===== src/rtl/mul_pkg.sv =====
// Shared types and elaboration helpers for the sequential digit multiplier.
package mul_pkg;

  typedef enum logic [1:0] {
    IDLE = 2'd0,
    RUN  = 2'd1,
    DONE = 2'd2
  } mul_state_e;

  // Number of compute cycles: one per DIGIT-bit slice of the multiplier.
  function automatic int mul_steps(input int width, input int digit);
    return width / digit;
  endfunction

  // Counter width that still works when there is only a single step.
  function automatic int mul_cnt_width(input int steps);
    return (steps > 1) ? $clog2(steps) : 1;
  endfunction

endpackage


===== src/rtl/mul_digit.sv =====
// Combinational WIDTH x DIGIT partial-product multiplier.
module mul_digit #(
  parameter int WIDTH = 8,
  parameter int DIGIT = 2
) (
  input  logic [WIDTH-1:0]       a,
  input  logic [DIGIT-1:0]       d,
  output logic [WIDTH+DIGIT-1:0] p
);

  // Operands widened to the full product width so no bit is lost.
  assign p = (WIDTH+DIGIT)'(a) * (WIDTH+DIGIT)'(d);

endmodule


===== src/rtl/mul_seq.sv =====
// Sequential unsigned multiplier: retires DIGIT bits of b per clock using one
// WIDTH x DIGIT partial-product multiplier and a shift-add accumulator.
module mul_seq
  import mul_pkg::*;
#(
  parameter int WIDTH = 8,
  parameter int DIGIT = 2
) (
  input  logic               clk,
  input  logic               reset,
  input  logic               in_valid,
  output logic               in_ready,
  input  logic [WIDTH-1:0]   a,
  input  logic [WIDTH-1:0]   b,
  output logic               out_valid,
  input  logic               out_ready,
  output logic [2*WIDTH-1:0] r,
  output logic               busy
);

  localparam int STEPS = mul_steps(WIDTH, DIGIT);
  localparam int CW    = mul_cnt_width(STEPS);
  localparam int PW    = WIDTH + DIGIT;
  localparam int RW    = 2 * WIDTH;
  localparam int SW    = $clog2(RW) + 1;

  generate
    if (WIDTH < 2 || DIGIT < 1 || (WIDTH % DIGIT) != 0) begin : g_bad_params
      $error("mul_seq: WIDTH must be >= 2 and DIGIT >= 1 must divide WIDTH");
    end
  endgenerate

  // Handshakes: a transfer happens on a rising edge where valid and ready are
  // both high; in_ready and out_valid are decoded from state only, so neither
  // depends combinationally on any input.

  mul_state_e      state_q, state_d;
  logic [CW-1:0]    cnt_q;
  logic [WIDTH-1:0] a_q;
  logic [WIDTH-1:0] b_sh_q;
  logic [RW-1:0]    acc_q;
  logic [RW-1:0]    r_q;

  logic [PW-1:0]    pp;
  logic [SW-1:0]    shamt;
  logic [RW-1:0]    acc_next;
  logic             last_step;

  // b is shifted right each step so the current digit is always the low slice.
  mul_digit #(
    .WIDTH(WIDTH),
    .DIGIT(DIGIT)
  ) u_digit (
    .a(a_q),
    .d(b_sh_q[DIGIT-1:0]),
    .p(pp)
  );

  assign shamt     = SW'(cnt_q) * SW'(DIGIT);
  assign acc_next  = acc_q + (RW'(pp) << shamt);
  assign last_step = (cnt_q == CW'(STEPS - 1));

  always_comb begin
    state_d   = state_q;
    in_ready  = 1'b0;
    out_valid = 1'b0;
    busy      = 1'b1;
    unique case (state_q)
      IDLE: begin
        in_ready = 1'b1;
        busy     = 1'b0;
        if (in_valid) state_d = RUN;
      end
      RUN: begin
        if (last_step) state_d = DONE;
      end
      DONE: begin
        out_valid = 1'b1;
        if (out_ready) state_d = IDLE;
      end
      default: state_d = IDLE;
    endcase
  end

  always_ff @(posedge clk) begin
    if (reset) begin
      state_q <= IDLE;
      cnt_q   <= '0;
      a_q     <= '0;
      b_sh_q  <= '0;
      acc_q   <= '0;
      r_q     <= '0;
    end else begin
      state_q <= state_d;
      unique case (state_q)
        IDLE: begin
          if (in_valid) begin
            a_q    <= a;
            b_sh_q <= b;
            acc_q  <= '0;
            cnt_q  <= '0;
          end
        end
        RUN: begin
          acc_q  <= acc_next;
          b_sh_q <= b_sh_q >> DIGIT;
          if (last_step) begin
            cnt_q <= '0;
            r_q   <= acc_next;
          end else begin
            cnt_q <= cnt_q + CW'(1);
          end
        end
        default: ;
      endcase
    end
  end

  // r keeps the last completed product between results.
  assign r = r_q;

endmodule


===== config.mk =====
export PLATFORM = sky130hd
export DESIGN_NAME = mul_seq
export DESIGN_NICKNAME = d
export VERILOG_FILES = /design/src/rtl/mul_pkg.sv /design/src/rtl/mul_digit.sv /design/src/rtl/mul_seq.sv
export SDC_FILE = /design/constraint.sdc
export NUM_CORES = 1
export LEC_CHECK = 0
export ABC_AREA = 1
export ABC_CLOCK_PERIOD_IN_PS = 9700
export BUFFER_PORTS_ARGS = -buffer_cell sky130_fd_sc_hd__buf_2
export CAP_MARGIN = 0
export CORE_MARGIN = 2
export CORE_UTILIZATION = 62
export CTS_BUF_LIST = sky130_fd_sc_hd__clkbuf_8
export CTS_CLUSTER_DIAMETER = 150
export CTS_CLUSTER_SIZE = 12
export DETAILED_ROUTE_END_ITERATION = 10
export GPL_TIMING_DRIVEN = 0
export PLACE_DENSITY = 0.94
export SLEW_MARGIN = 20
export SYNTH_ARGS = -nofsm -noshare
export SYNTH_HDL_FRONTEND = slang
export SYNTH_SLANG_ARGS = --single-unit

===== constraint.sdc =====
create_clock -name clk -period 9.7 [get_ports clk]
set_clock_uncertainty 0.05 [all_clocks]
set_input_delay 1.94 -clock clk [delete_from_list [all_inputs] [get_ports clk]]
set_output_delay 1.94 -clock clk [all_outputs]
set_load 0.02 [all_outputs]

Word-level counts from Yosys, hierarchy flattened
Cells that the tools add are included.

storage, ports and cells
  flip-flop bits (word level) = 52
  input bits = 20
  output and inout port bits = 19

cells by class
  add/subtract/negate cells = 2
  multiply operators = 1
  equal/unequal tests = 6
  shifts and indexed selects = 1
  muxes and demuxes = 14
  reductions and logical operators = 6

operator list
  cell                                                             number
  16-bit one-hot mux with 2 select lines                           1
  16-bit adder                                                     1
  16-bit 2-to-1 mux                                                1
  8-bit one-hot mux with 2 select lines                            1
  10-bit by 3-bit << shifter with 16-bit output                    1
  8-bit by 2-bit multiplier with 10-bit output                     1
  2-bit 2-to-1 mux                                                 5
  8-bit 2-to-1 mux                                                 1
  2-bit != test, second input constant                             3
  2-bit one-hot mux with 3 select lines                            1
  2-bit AND reduction                                              3
  2-bit == test, second input constant                             2
  2-bit one-hot mux with 2 select lines                            1
  1-bit 2-to-1 mux                                                 3
  3-bit AND reduction                                              1
  2-bit by 1-bit adder with 2-bit output, second input constant    1
  2-bit by 1-bit == test with 1-bit output, second input constant  1
  2-bit zero test                                                  1
  2-bit nonzero test                                               1

Logic depth before layout (Yosys ltp)
  word-level depth = 4
  depth in mapped cells = 28
  depth with buffers taken out = 27

By module
Synthesis repeated with hierarchy kept, for this count alone.

unflattened totals
  cell total of the unflattened synthesis = 550
  area, all modules = 3564.7 sq um

by module, submodules not included
  module     instances  cells each  area each (sq um)  sequential area each (sq um)
  mul_seq    1          461         3079.2             1041.0
  mul_digit  1          89          485.5              0.0

Worst setup path after synthesis
No wires, ideal clock.

  path kind = flip-flop to flip-flop
  start point = reg b_sh_q[0]
  end point = reg r_q[14], in the netlist r[14]
  library setup time = 0.109 ns
  data arrival time = 3.056 ns
  data required time = 9.541 ns
  slack = 6.485 ns
  stages on the path, launching flop included = 28
  buffers on the path = 1
  period minus slack after synthesis = 3.215 ns
  cells stage by stage = dfxtp_1 > clkbuf_1 > nand2_1 > inv_1 > ha_1 > inv_1 > fa_1 > inv_1 > nand3_1 > nand2_1 > a21oi_1 > or2_1 > nand3_1 > o21ai_0 > o21ai_1 > ha_1 > nand2_1 > inv_1 > nand2_1 > nand2_1 > inv_1 > nor2_1 > nor2_1 > nand3_1 > nand2_1 > nand2_1 > nand2_1 > inv_1

between the ends
  longest elaborated chain between the ends = 3

ends and longest elaborated chain
  element                                        line             RTL
  from (decl)                                    mul_seq.sv:40    logic [WIDTH-1:0] b_sh_q;
  from (signal assigned)                         mul_seq.sv:106   b_sh_q <= b_sh_q >> DIGIT;
  8-bit by 2-bit multiplier with 10-bit output   mul_digit.sv:12  assign p = (WIDTH+DIGIT)'(a) * (WIDTH+DIGIT)'(d);
  10-bit by 3-bit << shifter with 16-bit output  mul_seq.sv:60    assign acc_next = acc_q + (RW'(pp) << shamt);
  16-bit adder                                   mul_seq.sv:60
  to (signal assigned)                           mul_seq.sv:109   r_q <= acc_next;
  to (decl)                                      mul_seq.sv:42    logic [RW-1:0] r_q;

Every way passes these cells.
A chain may end at the register's enable or synchronous reset.

Final worst setup path
Same ends and word-level chain as after synthesis.

==> flow_summary_export.csv <==
group,metric,value,unit
global_routing,grt_pass1_vias,3329,
setup_path,critical_path_class,"reg2reg",
global_routing,grt_antenna_before_repair,0,
clocking,clk_latency,0.31,ns
setup_path,critical_path_arrival,4.11,ns
clocking,postCtsHoldBufs,0,
route,vias,3526,
route,drt-total-wl,8.37,mm
clocking,cts_tree,"done",
placement,place.gp.congestion,0.910,
power,peakVddDrop,0.0899,mV
logic_synthesis,avgSynthCellArea,6.61,µm²
cells_and_area,nets,622,
setup_path,cp-start-kind,"flop",
route,ant_nets,0,
route,wire_per_inst,12.9,µm
cells_and_area,final_cells,648,
floorplanning,ios,39,
clocking,cts_made_buffers,5,
timing,fin_crit,3.94,ns
floorplanning,floorplan.initialDensity,64.0,%
power,p_per_area,118,nW/µm²
setup_path,path_buf_inv,6,
logic_synthesis,synth_cell_types,37,
timing,max_slew_margin,60.7,%
floorplanning,chipHeight,79.2,µm
clocking,clk_path_buf_depth,2,
placement,hpwl,6.57,mm
logic_synthesis,synth_area_leaders,"dfxtp_1, nand2_1, ha_1",
logic_synthesis,synth_largest_area_cell,"dfxtp_1",
route,drc,0,
logic_synthesis,synth_edf_count,0,
worst_hold_path,hold_path_class,"reg2reg",
logic_synthesis,syn-cell-area,3500,µm²
setup_path,cpMostUsedCell,"nand2_1",
floorplanning,core_area,5470,µm²
route,avgViaCountPerCell,5.44,
setup_path,cp_top_family,"simple AND/OR/NAND/NOR gates",
clocking,clkTransAtPathRegs,0.10,ns
flow_run,maxCapViolCount,0,
setup_path,reg2reg_from,"b_sh_q[0]$_SDFFE_PP0P_",
power,p_leak,2.11,nW
floorplanning,die_area,6270,µm²
logic_synthesis,ys.flop_type,"dfxtp_1",
placement,placed_cells,640,
worst_hold_path,min_from,"b_sh_q[6]$_SDFFE_PP0P_",
logic_synthesis,syn_inst,530,
clocking,clkSinkCount,52,
logic_synthesis,async_reset_ff_share,0,%
global_routing,grt_usage,28.7,%
logic_synthesis,synth_seq_area_share,29.7,%
timing,final_max_slew_viol_count,0,
floorplanning,rows,27,
clocking,clockRootBuffer,"clkbuf_8",
timing,tightest_slew,0.590,ns
timing,hold_viol_final,0,
clocking,cts_setup_buffers,0,
setup_path,cp_slowest_stage_delay,0.41,ns
cells_and_area,fill_cells,467,
setup_path,worst_setup_path_end_kind,"flop",
cells_and_area,n_antenna_cell,0,
logic_synthesis,synth_fp_nets,577,
placement,io_buffers,38,
timing,fin_crit_sh,40.6,%
cells_and_area,final_layout_size_suffix_gt1_share,13.5,%
timing,fmax,254,MHz
global_routing,grt_pass1_wl,14.5,mm
status,status,"finished clean",
timing,final.setup.tns,0,ns
global_routing,overflow,0,
setup_path,path_max_fanout,10,
setup_path,critPathSlowestCell,"fa_1",
timing,grt_setup_unrepaired,"no",
logic_synthesis,yosys_warnings,0,
cells_and_area,syn2layout_area_growth,10.6,%
setup_path,crit_path_start,"b_sh_q[0]$_SDFFE_PP0P_",
floorplanning,die_w,79.2,µm
logic_synthesis,synth.top_cell.area_share,29.7,%
clocking,htreeDepth,2,
route,dr.pass1.iters,5,
clocking,post_cts_resized,0,
route,detail_route.iter0.violations,230,
global_routing,grt_max_degree,18,
logic_synthesis,synth_seq_cells,52,
timing,setup_viol,0,
setup_path,cp.required,9.87,ns
tightest hold or removal path, delay by kind of cell (launching register included):
kind	cells	cell delay [ns]
DFF	1	0.32
AOI/OAI and AO/OA	1	0.05
and+or+nand+nor	1	0.06
cells in the final DEF (no fill, tap or decap), types with 3 or more instances in the layout:
master / count
nand2_1: 155
inv_1: 65
dfxtp_1: 52
buf_2: 43
nor2_1: 38
a21oi_1: 35
nand3_1: 34
o21ai_0: 30
ha_1: 25
clkbuf_1: 9
xor2_1: 8
o21bai_1: 8
a31oi_1: 7
nand4_1: 5
o21ai_1: 5
inv_2: 5
clkbuf_8: 5
buf_6: 4
a21o_1: 4
nand2_2: 4
a21oi_2: 4
o21a_1: 4
nor3_1: 3
power by group:
part	switching, mW	total [mW]	leakage, nW	internal, mW
registers	0.00627	0.229	0.423	0.223
clock network	0.0786	0.131	0.0503	0.0521
logic	0.0646	0.0992	1.63	0.0345
total	0.150	0.459	2.11	0.309
per-layer routing:
layer / part of all wire, % / up-vias / global-route usage, %
li1: - / 1789 / -
met1: 45 / 1614 / 37.0
met2: 47 / 109 / 49.2
met3: 6.1 / 14 / 4.66
met4: 1.9 / 0 / 8.45
met5: 0 / - / 0
metrics by stage:
step	instance area (µm²)	util (%)	power, mW	worst slack [ns]	hold WS, ns
3_5_place_dp	3780	69.1	0.330	5.90	0.408
6_report	3870	70.8	0.459	5.76	0.421
2_1_floorplan	3500	-	0.304	6.49	0.389
5_1_grt	3870	70.8	0.478	5.46	0.440
3_3_place_gp	3780	69.1	0.327	6.01	0.401
4_1_cts	3870	70.8	0.458	5.86	0.425
area by class of cell:
cell class                 instances  area (µm²)  share of cell area (%)
clock buffer                       5        68.8                    1.78
sequential                        52        1040                    26.9
multi-input combinational        388        2080                    53.8
inverter                          70         263                    6.78
buffer                            20         116                    3.00
tap                               72        90.1                    2.33
clock inverter                     3        21.3                   0.549
timing repair buffer              38         190                    4.91
sequential cells by signal (all words and copies together) (netlist names):
name,count
acc_q,16
r,16
a_q,8
b_sh_q,8
cnt_q,2
state_q,2
worst paths after layout:
kind | endpoint | slack (ns) | depth (start not counted)
worst min register to register | b_sh_q[6]$_SDFFE_PP0P_ | 0.42 | 2
worst max register to register | r[14]$_SDFFE_PP0P_ | 5.76 | 25
worst min-delay path | b_sh_q[6]$_SDFFE_PP0P_ | 0.42 | 2
worst max-delay path | r[14]$_SDFFE_PP0P_ | 5.76 | 25
synth_stat cells, types with 3 or more instances:
library cell and number:
a21o_1 4, a21oi_1 35, a21oi_2 4, a31oi_1 7
buf_2 5, buf_6 4, clkbuf_1 9, dfxtp_1 52
ha_1 25, inv_1 64, inv_2 5, nand2_1 155
nand2_2 4, nand3_1 34, nand4_1 5, nor2_1 38
nor3_1 3, o21a_1 4, o21ai_0 30, o21ai_1 5
o21bai_1 8, xor2_1 8
cells by family after synthesis:
| group | synth area share, % |
|---|---|
| AO/OA/AOI/OAI | 16.9 |
| XOR/XNOR | 2.50 |
| adder cells (fa/ha/maj) | 10.1 |
| buffers and inverters | 10.8 |
| flip-flops | 29.7 |
| AND/OR/NAND/NOR | 30.0 |
Power figures use the tool's default switching activity.
